**src/rtl/exhaustive_stim_capture.sv**
```systemverilog
// rtl/exhaustive_stim_capture.sv - exhaustive stimulus sweep with response capture, record stream and MISR
// Applies every pattern 0..2^N_IN-1, samples the DUT after SETTLE cycles, streams {pattern,response}.
module exhaustive_stim_capture #(
  parameter int N_IN   = 4,
  parameter int N_OUT  = 1,
  parameter int SETTLE = 1
) (
  input  logic                    CK,
  input  logic                    reset,
  input  logic                    start,
  output logic [N_IN-1:0]         stim,
  input  logic [N_OUT-1:0]        dut_out,
  output logic                    busy,
  output logic                    done,
  output logic                    rec_valid,
  input  logic                    rec_ready,
  output logic [N_IN+N_OUT-1:0]   rec_data,
  output logic                    rec_last,
  output logic [15:0]             signature
);

  typedef enum logic [1:0] {
    S_IDLE  = 2'd0,
    S_APPLY = 2'd1,
    S_EMIT  = 2'd2,
    S_DONE  = 2'd3
  } state_t;

  state_t      state;
  state_t      state_nxt;
  logic [7:0]  settle_cnt;
  logic        settle_end;
  logic        at_last;
  logic [15:0] resp_ext;
  logic [15:0] sig_nxt;

  assign settle_end = (settle_cnt == 8'(SETTLE - 1));
  assign at_last    = &stim;

  // Only the low 16 response bits fit the signature register.
  generate
    if (N_OUT >= 16) begin : g_fold_wide
      assign resp_ext = dut_out[15:0];
    end else begin : g_fold_narrow
      assign resp_ext = {{(16 - N_OUT){1'b0}}, dut_out};
    end
  endgenerate

  assign sig_nxt = {signature[14:0], 1'b0}
                 ^ (signature[15] ? 16'h1021 : 16'h0000)
                 ^ resp_ext;

  always_ff @(posedge CK) begin
    if (!reset) begin
      state <= S_IDLE;
    end else begin
      state <= state_nxt;
    end
  end

  always_comb begin
    state_nxt = state;
    case (state)
      S_IDLE, S_DONE: if (start)      state_nxt = S_APPLY;
      S_APPLY:        if (settle_end) state_nxt = S_EMIT;
      S_EMIT:         if (rec_ready)  state_nxt = rec_last ? S_DONE : S_APPLY;
      default:                        state_nxt = S_IDLE;
    endcase
  end

  always_comb begin
    busy      = (state == S_APPLY) || (state == S_EMIT);
    done      = (state == S_DONE);
    rec_valid = (state == S_EMIT);
  end

  always_ff @(posedge CK) begin
    if (!reset) begin
      stim       <= '0;
      settle_cnt <= 8'd0;
      rec_data   <= '0;
      rec_last   <= 1'b0;
      signature  <= 16'h0000;
    end else begin
      case (state)
        S_IDLE, S_DONE: begin
          if (start) begin
            stim       <= '0;
            settle_cnt <= 8'd0;
            signature  <= 16'h0000;
          end
        end
        S_APPLY: begin
          if (settle_end) begin
            rec_data   <= {stim, dut_out};
            rec_last   <= at_last;
            signature  <= sig_nxt;
            settle_cnt <= 8'd0;
          end else begin
            settle_cnt <= settle_cnt + 8'd1;
          end
        end
        S_EMIT: begin
          // The counter stops at all-ones; the final handshake moves to DONE instead.
          if (rec_ready && !rec_last) begin
            stim <= stim + {{(N_IN - 1){1'b0}}, 1'b1};
          end
        end
        default: begin
          stim <= stim;
        end
      endcase
    end
  end

endmodule

```
**config.mk**
```make
export PLATFORM = sky130hd
export DESIGN_NAME = exhaustive_stim_capture
export DESIGN_NICKNAME = d
export VERILOG_FILES = /design/src/rtl/exhaustive_stim_capture.sv
export SDC_FILE = /design/constraint.sdc
export NUM_CORES = 1
export LEC_CHECK = 0
export CAP_MARGIN = 5
export CORE_MARGIN = 1
export CORE_UTILIZATION = 30
export DETAILED_ROUTE_END_ITERATION = 10
export GPL_TIMING_DRIVEN = 0
export PLACE_DENSITY_LB_ADDON = 0.3
export RECOVER_POWER = 100
export SETUP_SLACK_MARGIN = 0.1
export SLEW_MARGIN = 25
export SYNTH_ARGS = -nofsm -noshare
export SYNTH_HDL_FRONTEND = slang
export SYNTH_SLANG_ARGS = --single-unit
```
**constraint.sdc**
```tcl
create_clock -name CK -period 4.1 [get_ports CK]
set_clock_uncertainty 0.1 [all_clocks]
set_input_delay 0.82 -clock CK [delete_from_list [all_inputs] [get_ports CK]]
set_output_delay 0.82 -clock CK [all_outputs]
set_load 0.02 [all_outputs]
```
**Word level (Yosys, flattened, before mapping)**

Cells that the tools add are included.

- Register bits after elaboration: 36
- Latch bits: 0
- Bits in writable memories: 0
- Memory bits (read-only): 0
- Input bits: 5
- Output and inout port bits: 29
- Word-level logic and storage cells: 46
- Memories: 0

- Add/subtract/negate cells: 2
- $mul: 0
- Div/mod/pow operators: 0
- Order comparisons: 0
- Equal/unequal tests: 7
- Shift-type cells: 0
- Muxes and demuxes: 15
- Bitwise operators: 2
- Reductions and logical operators: 14

Operators with widths:

| cell | number |
|---|---|
| $mux W16 | 2 |
| $pmux W16 S2 | 1 |
| $mux W8 | 2 |
| $pmux W8 S2 | 1 |
| $xor A16 B1 Y16 | 1 |
| $xor A16 B13 Y16 | 1 |
| $mux W13 | 1 |
| $reduce_and A3 Y1 | 3 |
| $add A8 B1 Y8 const B | 1 |
| $logic_not A8 Y1 | 1 |
| $mux W2 | 4 |
| $mux W4 | 2 |
| $pmux W4 S2 | 1 |
| $pmux W2 S3 | 1 |
| $add A4 B1 Y4 const B | 1 |
| $eq A2 B2 Y1 const B | 2 |
| $ne A2 B1 Y1 const B | 2 |
| $ne A2 B2 Y1 const B | 2 |
| $reduce_and A2 Y1 | 2 |
| $reduce_and A4 Y1 | 1 |
| $reduce_bool A2 Y1 | 2 |
| $eq A2 B1 Y1 const B | 1 |
| $logic_not A2 Y1 | 1 |
| $reduce_or A2 Y1 | 1 |
| other kinds (3) | 3 |

**Depth between registers and ports, before layout**

- Word-level depth: 5
- Mapped depth: 8
- Mapped depth without buffers: 6

**Least setup slack after synthesis**

Ideal clock, no wire load.

- Kind: reg2out
- Start: register state[0]
- End: output port busy
- Arrival time: 0.952 ns
- Required time: 3.180 ns
- Slack: 2.228 ns
- Stages on the path, launching flop included: 4
- Path buffers: 0
- Cell sequence: dfxtp_1 inv_1 ha_1 inv_1

- Longest elaborated chain between the ends: 2
- Elaborated cells on any way between the ends: 3
- Classes of those cells: eq/ne (2); reduce/logical (1)

RTL lines:

| what | RTL line | source |
|---|---|---|
| from (decl) | 29 | `state_t state;` |
| from (signal assigned) | 57 | `state <= state_nxt;` |
| $eq A2 B1 Y1 or $eq A2 B2 Y1 (tied branches) | 72 | `busy = (state == S_APPLY) \|\| (state == S_EMIT);` |
| $logic_or A1 B1 Y1 * | 72 |  |
| to (decl) | 13 | `output logic busy,` |

Every way passes the cells marked *; elsewhere a longest branch is shown, timed or not.

**Worst setup path in the final report**

Same ends and word-level chain as after synthesis.

==> results.json <==
{
  "crit_path_start_kind": "flip-flop",
  "clkSlewWorstSetupHoldPaths_ns": 0.08,
  "fill_cells": 513,
  "crit_family": "buffers and inverters",
  "synth.most_common_cell": "dfxtp_1",
  "cts_tree": "built",
  "htreeDepth": 2,
  "hold_violations": 0,
  "clkPwrFrac_pct": 36.2,
  "synth-edff-count": 0,
  "worst_pin_slew_ns": 0.794,
  "min_period_ns": 2.80,
  "drtIter0Drc": 58,
  "critical_path_required_ns": 3.18,
  "dieHeight_um": 74.4,
  "syn_area_um2": 1570,
  "p_int_w": 0.000604,
  "avgSynthCellArea_um2": 8.84,
  "async_flop_share_pct": 0,
  "switching_share_pct": 29.6,
  "vias": 1399,
  "cts_setup_buffers": 0,
  "rows": 25,
  "dpl.cell_count": 278,
  "yosys.cell_types.count": 41,
  "grt_pass1_vias": 1319,
  "hp-class": "flip-flop to flip-flop",
  "fp.dieW_um": 74.4,
  "syn_inst": 178,
  "ys_seq_elements": 36,
  "yosys.area.top_type": "dfxtp_1",
  "placed_cell_area_um2": 1990,
  "path_buf_inv": 3,
  "syn2layout_area_growth_pct": 32.9,
  "finalNonFillerCells": 286,
  "first_pass_iters": 4,
  "grt_pass1_wl_um": 6040,
  "initial_core_util_pct": 32.3,
  "post_cts_resized": 0,
  "ys.flop_type": "dfxtp_1",
  "drc": 0,
  "place_hpwl_um": 2510,
  "multi_input_area_um2": 786,
  "io_pins": 34,
  "clock-sinks": 36,
  "crit_path_cell_trace": "inv_1 > ha_1 > inv_1 > dlygate4sd3_1",
  "antenna_found_initial": 0,
  "rsz0062_at_grt": "false",
  "dieArea_um2": 5540,
  "slew_viol_final": 0,
  "path_common_cell": "inv_1",
  "status": "complete, no violations",
  "pwr-share-seq_pct": 42.7,
  "tns_ns": 0,
  "overflow": 0,
  "maxCapViolations": 0,
  "fin_util_pct": 42.9,
  "cts-root-buf": "clkbuf_8",
  "p_switching_w": 0.000254,
  "setup_violations": 0,
  "place.port_buffers": 33,
  "ir_drop_mv": 0.168,
  "ant_nets": 0,
  "synth.area.top_cells": "dfxtp_1 46%, nand2_1 7.6%, o22ai_1 6.4%, ha_1 5.6%, a21oi_1 4.1%",
  "yosysWarnings": 0,
  "finalCritPeriodShare_pct": 68.3,
  "yosys.area.top_type_share_pct": 45.8,
  "cts_buffers": 5,
  "grt_max_degree": 13,
  "cp.arrival_ns": 1.88,
  "critPathSlowestCell": "dlygate4sd3_1",
  "cpPeakStageDelay_ns": 0.67,
  "avgRoutedWirePerCell_um": 12.1,
  "end_kind": "output port",
  "wl_um": 3470,
  "nets": 230,
  "worstSkewPairLatency_ns": 0.29,
  "timing.fmax_ghz": 0.357,
  "cts_buffer_depth": 2,
  "cts_hold_buf": 0,
  "p_leak_nw": 0.813,
  "ys_seq_area_share_pct": 45.8,
  "fin_area_um2": 2090,
  "slew_headroom_pct": 46.5,
  "p_per_area_nw_per_um2": 411,
  "place.gp.congestion": 0.787,
  "antenna-diode-count": 0,
  "path_class": "flip-flop to output port",
  "core_um2": 4880,
  "drive_gt1_share_pct": 8.22,
  "grt_use_total_pct": 14.6,
  "vias_per_cell": 4.89,
  "power_frac_comb_pct": 21.1,
  "synth_nets": 190,
  "worstPathMaxFanout": 6,
  "synthTopCellsByCount": "36 x dfxtp_1, 32 x nand2_1, 16 x o22ai_1, 13 x a21oi_1, 12 x nor2_1",
  "register_area_um2": 721,
  "hold_ws_ns": 0.353
}
[power by group through the flow]
stage | registers (W) | clock network [W] | logic, W
final | 0.000367 | 0.000311 | 0.000181
after global routing | 0.000369 | 0.000333 | 0.000206
after floorplan | 0.000377 | 0 | 0.000133
after CTS | 0.000367 | 0.000319 | 0.000190
after global placement | 0.000375 | 0 | 0.000187
after detailed placement | 0.000375 | 0 | 0.000190
[area by class of cell]
cell class	count	area share, %
multi-input cells	129	37.6
repair buffers	33	15.8
inverters	7	1.26
well taps	67	4.01
clock inverters	3	2.03
clock buffers	5	3.29
flip-flops and latches	36	34.4
plain buffers	6	1.61
[state kept, by name, summed over array words and instances (netlist names)]
signal,cells
rec_data,5
rec_last,1
state,2
stim,4
signature,16
settle_cnt,8
[per-stage QoR]
stage | worst slack [ns] | total power, W
after floorplan | 2.23 | 0.000510
after global placement | 1.57 | 0.000563
after detailed placement | 1.58 | 0.000565
after CTS | 1.32 | 0.000876
after global routing | 1.19 | 0.000908
final | 1.30 | 0.000859
[cells in the final DEF (no fill, tap or decap), types with 6 or more instances in the layout]
cell type      count
a21oi_1           13
dfxtp_1           36
dlygate4sd3_1     31
ha_1               7
inv_1              7
nand2_1           32
nor2_1            13
o22ai_1           16
xnor2_1            6
[final timing paths]
| check | cells past startpoint | from | slack (ns) | to |
|---|---|---|---|---|
| hold reg to reg | 2 | rec_data[3] | 0.35 | rec_data[3] |
| setup reg to reg | 6 | state[0] | 1.64 | signature[7] |
| setup / recovery | 4 | state[0] | 1.30 | busy |
| hold / removal | 2 | rec_data[3] | 0.35 | rec_data[3] |
[worst min-delay path: stages, from the launching register on]
cell	delay, ns
dfxtp_1	0.31
nand2_1	0.05
a21oi_1	0.05
[layer usage]
layer / routed length, um / up-vias / part of all wire [%] / GRT usage (%)
met5: 0 / - / 0 / 0
met4: 68 / 0 / 2.0 / 7.55
met3: 117 / 7 / 3.4 / 4.07
met2: 1560 / 26 / 45 / 21.3
met1: 1730 / 658 / 50 / 19.5
li1: - / 708 / - / -
[logic make-up (layout without fill, tap and decap cells)]
group / after synthesis / count (layout) / share of synthesized area, %
DFF: 36 / 36 / 45.8
muxes: 3 / 3 / 2.23
AOI/OAI and AO/OA: 42 / 42 / 16.2
buffers and inverters: 13 / 54 / 3.90
and+or+nand+nor: 69 / 69 / 21.9
adders and majority gates: 7 / 7 / 5.56
xor gates and xnor gates: 8 / 8 / 4.45
Power figures use the tool's default switching activity.
==> patch 1: new RTL, config.mk and constraints unchanged <==
Change the parameter `N_OUT` from 1 to 2.
--- a/src/rtl/exhaustive_stim_capture.sv
+++ b/src/rtl/exhaustive_stim_capture.sv
@@ -2,7 +2,7 @@
 // Applies every pattern 0..2^N_IN-1, samples the DUT after SETTLE cycles, streams {pattern,response}.
 module exhaustive_stim_capture #(
   parameter int N_IN   = 4,
-  parameter int N_OUT  = 1,
+  parameter int N_OUT  = 2,
   parameter int SETTLE = 1
 ) (
   input  logic                    CK,
Interface: changed (resized dut_out and rec_data); port bits go from 34 to 36. No check against the original RTL was run, so the function may have changed too.
==> patch 1 against the original RTL <==
Cell area is 2.1% higher; routed wire length shrank 6.5%; fmax down 0.15%; worst setup slack got worse by 0.0042 ns; synthesized area rose by 4.6%; largest power group unchanged; sequential power up 4%; utilization fell by 1.8 points; final cell count down 2.4%; non-clock buffer count is 1 higher; total power is 4.6% lower; count of clock-buffer cells in the layout is 1 higher; sequential cell count rose by 1.
==> patch 1: results (changes against the original RTL) <==
Clock network
  – CTS Buf Count: 5 (unchanged)
  – Hold buffers post-CTS: 0 (unchanged)
  – CTS max path bufs: 2 (unchanged)
  – Reg clk slew, reported paths: roughly 0.07 ns

Cells and area
  – Layout cells sized above 1: 5.74% (was 8.22%)
  – Diodes inserted: 0 (unchanged)
  – Regs by FF count: signature (16), settle_cnt (8), rec_data (6) (was signature (16), settle_cnt (8), rec_data (5))
  – Most flop-heavy register: signature (unchanged)
  – Fillers: 526 (was 513)
  – Nets: 221 (was 230)
  – Max FFs per register: 16 (unchanged)

Placement
  – Final Wtd Congestion: 0.718 (was 0.787)
  – Dpl ws: 1.55 ns (was 1.58 ns)
  – Post-DP HPWL: 2.34 mm (was 2.51 mm)
  – Port Buffers: 34 (was 33)

Setup path
  – Worst-path maximum fanout: 5 (was 6)
  – Crit path DAT: 1.89 ns
  – Reg2Reg Depth: 7 (was 6)
  – Top delay family on crit path: buffers and inverters (unchanged)
  – Slowest CP cell: dlygate4sd3_1 (unchanged)

Pwr
  – VDD IR max: 0.131 mV (was 0.168 mV)
  – Leakage: 0.926 nW (was 0.813 nW)

Logic synthesis
  – Syn_nets: 180 (was 190)
  – Post-synth cell types: 39 (was 41)
  – Area contributors post-synth: dfxtp_1 (45%), a22o_1 (6.9%), mux2i_1 (5.5%) (was dfxtp_1 (46%), nand2_1 (7.6%), o22ai_1 (6.4%))
  – Register area share after synthesis: 45.0% (was 45.8%)
  – Commonest cells in the synthesized netlist: dfxtp_1 (37), a22o_1 (13), nand2_1 (13) (was dfxtp_1 (36), nand2_1 (32), o22ai_1 (16))

Drt
  – Via density: 4.67 (was 4.89)
  – Drt initial violations: 71 (was 58)
  – DR WL/cell: 11.6 um (was 12.1 um)

Min path
  – Hold Crit Depth: 2 (unchanged)

GRT
  – First-pass GRT wire length: 5.84 mm (was 6.04 mm)
  – Vias in the first global route: 1,254 (was 1,319)
  – Met1 Use GR: 15.3% (was 19.5%)
  – GRT met2 Usage: 20.2% (was 21.3%)
  – Global Route Usage Sum: 12.4% (was 14.6%)
  – GR Util met3: 3.71% (was 4.07%)

Outcome
  – Status: completed (unchanged)

STA
  – Worst slew margin: 40.7% (was 46.5%)
-- patch 1: worst reg2reg max path, stage by stage, from the launching register on --
cell and delay, ns:
dfxtp_1 0.36, inv_1 0.09, ha_1 0.14, nor4b_1 0.47, nand3_1 0.58, nor2_1 0.42
clkbuf_1 0.38, a22o_1 0.19
-- patch 1: area by class of cell --
type	instances	share of cell area [%]
flip-flops and latches	37	34.7
repair buffers	34	15.9
plain buffers	6	1.11
well taps	70	4.10
clock buffers	6	3.87
multi-input cells	116	38.3
inverters	8	1.41
clock inverters	2	0.644
-- patch 1: path summary, 6_finish.rpt --
check,start,endpoint,slack (ns)
setup / recovery,state[0]$_SDFFE_PN0P_,busy,1.29
hold / removal,signature[1]$_SDFFE_PN0P_,signature[1]$_SDFFE_PN0P_,0.40
setup reg to reg,settle_cnt[0]$_SDFFE_PN0P_,signature[13]$_SDFFE_PN0P_,1.33
hold reg to reg,signature[1]$_SDFFE_PN0P_,signature[1]$_SDFFE_PN0P_,0.40
-- patch 1: cells by family (layout without fill, tap and decap cells) --
group           Yosys count  after routing  share of synthesized area (%)
mux                      10             10                           6.16
xor+xnor                 10             10                           5.32
flops                    37             37                           45.0
fa+ha+maj                 7              7                           5.32
compound gates           33             33                           15.5
buf+inv                  14             56                           3.34
simple gates             56             56                           19.4
-- patch 1: per-layer routing --
metal  wire length, um  vias to the layer above
met3               121                        6
met2              1460                       21
met1              1610                      611
met5                 0                        -
met4                54                        0
li1                  -                      665
-- patch 1: power by group --
| group | internal, W | switching [W] |
|---|---|---|
| logic | 0.0000645 | 0.000109 |
| clock network | 0.000136 | 0.000128 |
| registers | 0.000371 | 0.0000109 |
| total | 0.000571 | 0.000248 |
-- patch 1: through the flow --
| step | cell area, um^2 | hold WS, ns | instances | utilization [%] |
|---|---|---|---|---|
| 6_report | 2140 | 0.396 | 279 | 41.0 |
| 5_1_grt | 2140 | 0.423 | 279 | 41.0 |
| 4_1_cts | 2170 | 0.401 | 279 | 41.7 |
| 3_5_place_dp | 2070 | 0.389 | 271 | 39.9 |
| 3_3_place_gp | 2070 | 0.384 | 271 | 39.9 |
| 2_1_floorplan | 1650 | 0.383 | 167 | - |
==> patch 2: new RTL, same settings <==
Without the edit above. Make the reset (`reset`) asynchronous in 2 clocked blocks.
--- a/src/rtl/exhaustive_stim_capture.sv
+++ b/src/rtl/exhaustive_stim_capture.sv
@@ -50,7 +50,7 @@
                  ^ (signature[15] ? 16'h1021 : 16'h0000)
                  ^ resp_ext;
 
-  always_ff @(posedge CK) begin
+  always_ff @(posedge CK or negedge reset) begin
     if (!reset) begin
       state <= S_IDLE;
     end else begin
@@ -74,7 +74,7 @@
     rec_valid = (state == S_EMIT);
   end
 
-  always_ff @(posedge CK) begin
+  always_ff @(posedge CK or negedge reset) begin
     if (!reset) begin
       stim       <= '0;
       settle_cnt <= 8'd0;
Function: differs if reset is asserted again (counterexample within 4 cycles, from zero or initial values and one cycle with reset low); with reset held inactive, the same outputs for 10 cycles.
==> patch 2 against the original RTL <==
Worst setup slack better by 0.025 ns; global-route usage fell by 0.75 points; synthesized area up 9.6%; non-clock buffer count increased by 2; critical path type unchanged; worst hold slack better by 0.025 ns; register-to-register slack improved by 0.23 ns; routed wire length rose by 4.0%; sequential cell count stayed put; cell area rose by 6.1%; synthesized cell count fell by 14%; fmax grew 0.91%.
Power is not compared: it rests on default switching activity, and its combinational part moved more than twofold at a synthesized area within 25%.
==> patch 2: results (changes against the original RTL) <==
Clock network
  – Clk Latency, worst-skew pair: 0.29 ns (about the same)
  – CTS Buf Count: 5 (unchanged)
  – Post-CTS setup buffer count: 0 (unchanged)
  – Hold buffers post-CTS: 0 (unchanged)
  – Reg clk slew, reported paths: 0.07 ns
  – Root Driver: clkbuf_8 (unchanged)
  – Post_cts resized: 0 (unchanged)
  – CTS H-tree depth: 2 (unchanged)
  – CTS max path bufs: 2 (unchanged)

Placement
  – Port Buffers: 33 (unchanged)
  – Dpl ws: 1.64 ns (was 1.58 ns)
  – Final Wtd Congestion: 0.737 (was 0.787)
  – Post-DP HPWL: 2.57 mm (was 2.51 mm)
  – Placed instance area: 0.00216 mm^2 (was 0.00199 mm^2)
  – Dpl cells: 259 (was 278)

Cells and area
  – Layout cells sized above 1: 9.79% (was 8.22%)
  – Diodes inserted: 0 (unchanged)
  – Nets: 206 (was 230)
  – Regs by FF count: signature (16), settle_cnt (8), rec_data (5) (unchanged)

Drt
  – Drt initial violations: 46 (was 58)
  – Via density: 4.88 (was 4.89)
  – Via Count: 1,297 (was 1,399)
  – 1st-pass router iterations: 4 (unchanged)
  – DR WL/cell: 13.6 um (was 12.1 um)

Logic synthesis
  – Area contributors post-synth: dfrtp_1 (52%), a22o_1 (8.6%), ha_1 (5.1%) (was dfxtp_1 (46%), nand2_1 (7.6%), o22ai_1 (6.4%))
  – Synthesized area per cell: 11.3 um^2 (was 8.84 um^2)
  – Commonest cells in the synthesized netlist: dfrtp_1 (36), a22o_1 (17), nand2_1 (13) (was dfxtp_1 (36), nand2_1 (32), o22ai_1 (16))
  – Main flop type after synthesis: dfrtp_1 (was dfxtp_1)
  – Register area share after synthesis: 52.2% (was 45.8%)
  – Synthesis warning total: 0 (unchanged)
  – Syn_nets: 165 (was 190)
  – Fraction of registers with async set/reset: 100% (was 0%)
  – Post-synth cell types: 36 (was 41)

Outcome
  – Status: completed (unchanged)

Min path
  – Hold WC Path Type: in -> async (was reg -> reg)

GRT
  – First-pass GRT wire length: 6.57 mm (was 6.04 mm)
  – Initial antenna violation count: 0 (unchanged)
  – Global Route Usage Sum: 13.8% (was 14.6%)
  – Largest net degree at the start of global routing: 27 (was 13)

STA
  – Final count of hold timing violations: 0 (unchanged)
  – Final setup vio count: 0 (unchanged)
  – Worst slew margin: 2.89% (was 46.5%)

Setup path
  – Crit path DAT: 1.86 ns (was 1.88 ns)
  – Worst-path maximum fanout: 5 (was 6)

Pwr
  – VDD IR max: 0.148 mV
  – Leakage: roughly 1.1 nW
[patch 2: worst max-delay path, stage by stage (launching register included)]
cell           delay (ns)
dfrtp_1              0.39
inv_1                0.08
ha_1                 0.36
inv_1                0.07
dlygate4sd3_1        0.67
[patch 2: cells by family (layout without fill, tap and decap cells)]
kind of cell               count (synthesis)  count (layout)  share of synthesized area (%)
AOI/OAI and AO/OA                         41              41                           17.8
xor gates and xnor gates                   3               3                           1.52
and+or+nand+nor                           43              43                           13.6
buffers and inverters                     13              54                           3.41
muxes                                     10              10                           6.31
DFF                                       36              36                           52.2
adders and majority gates                  7               7                           5.08
[patch 2: power by group]
part / switching, W / internal [W] / leakage (nW)
logic: 0.00000903 / 0.00000417 / 0.545
clock network: 0.000126 / 0.000116 / 0.0410
registers: 0.000000208 / 0.000355 / 0.465
[patch 2: final timing paths]
check / depth (start not counted) / start / to / slack [ns]
max in group asynchronous: 2 / reset / signature[6]$_DFFE_PN0P_ / 1.79
max reg2reg: 7 / state[0]$_DFFE_PN0P_ / stim[2]$_DFFE_PN0P_ / 1.87
min: 1 / reset / signature[2]$_DFFE_PN0P_ / 0.38
max: 4 / state[0]$_DFFE_PN0P_ / busy / 1.32
min in group CK: 1 / rec_data[2]$_DFFE_PN0P_ / rec_data[2]$_DFFE_PN0P_ / 0.41
min reg2reg: 1 / rec_data[2]$_DFFE_PN0P_ / rec_data[2]$_DFFE_PN0P_ / 0.41
[patch 2: through the flow]
step | utilization, % | hold slack, ns
floorplan | - | 0.397
global placement | 38.7 | 0.393
detailed placement | 39.0 | 0.399
CTS | 40.4 | 0.290
global route | 40.1 | 0.407
finish | 40.1 | 0.378
[patch 2: per-layer routing]
metal  global-route usage, %  vias up  wire [um]  part of all wire (%)
met2                    20.9       35       1570                    43
met3                    4.94        4        197                   5.5
met5                       0        -          0                     0
li1                        -      640          -                     -
met1                    18.7      618       1810                    50
met4                    3.40        0         31                  0.86
[patch 2: cell type report]
type	instances	area [um^2]
Buffer	7	35.0
Clock buffer	6	72.6
Clock inverter	1	5.00
Fill cell	578	3320
Inverter	6	22.5
Multi-Input combinational cell	104	766
Sequential cell	36	901
Tap cell	72	90.1
Timing Repair Buffer	34	328
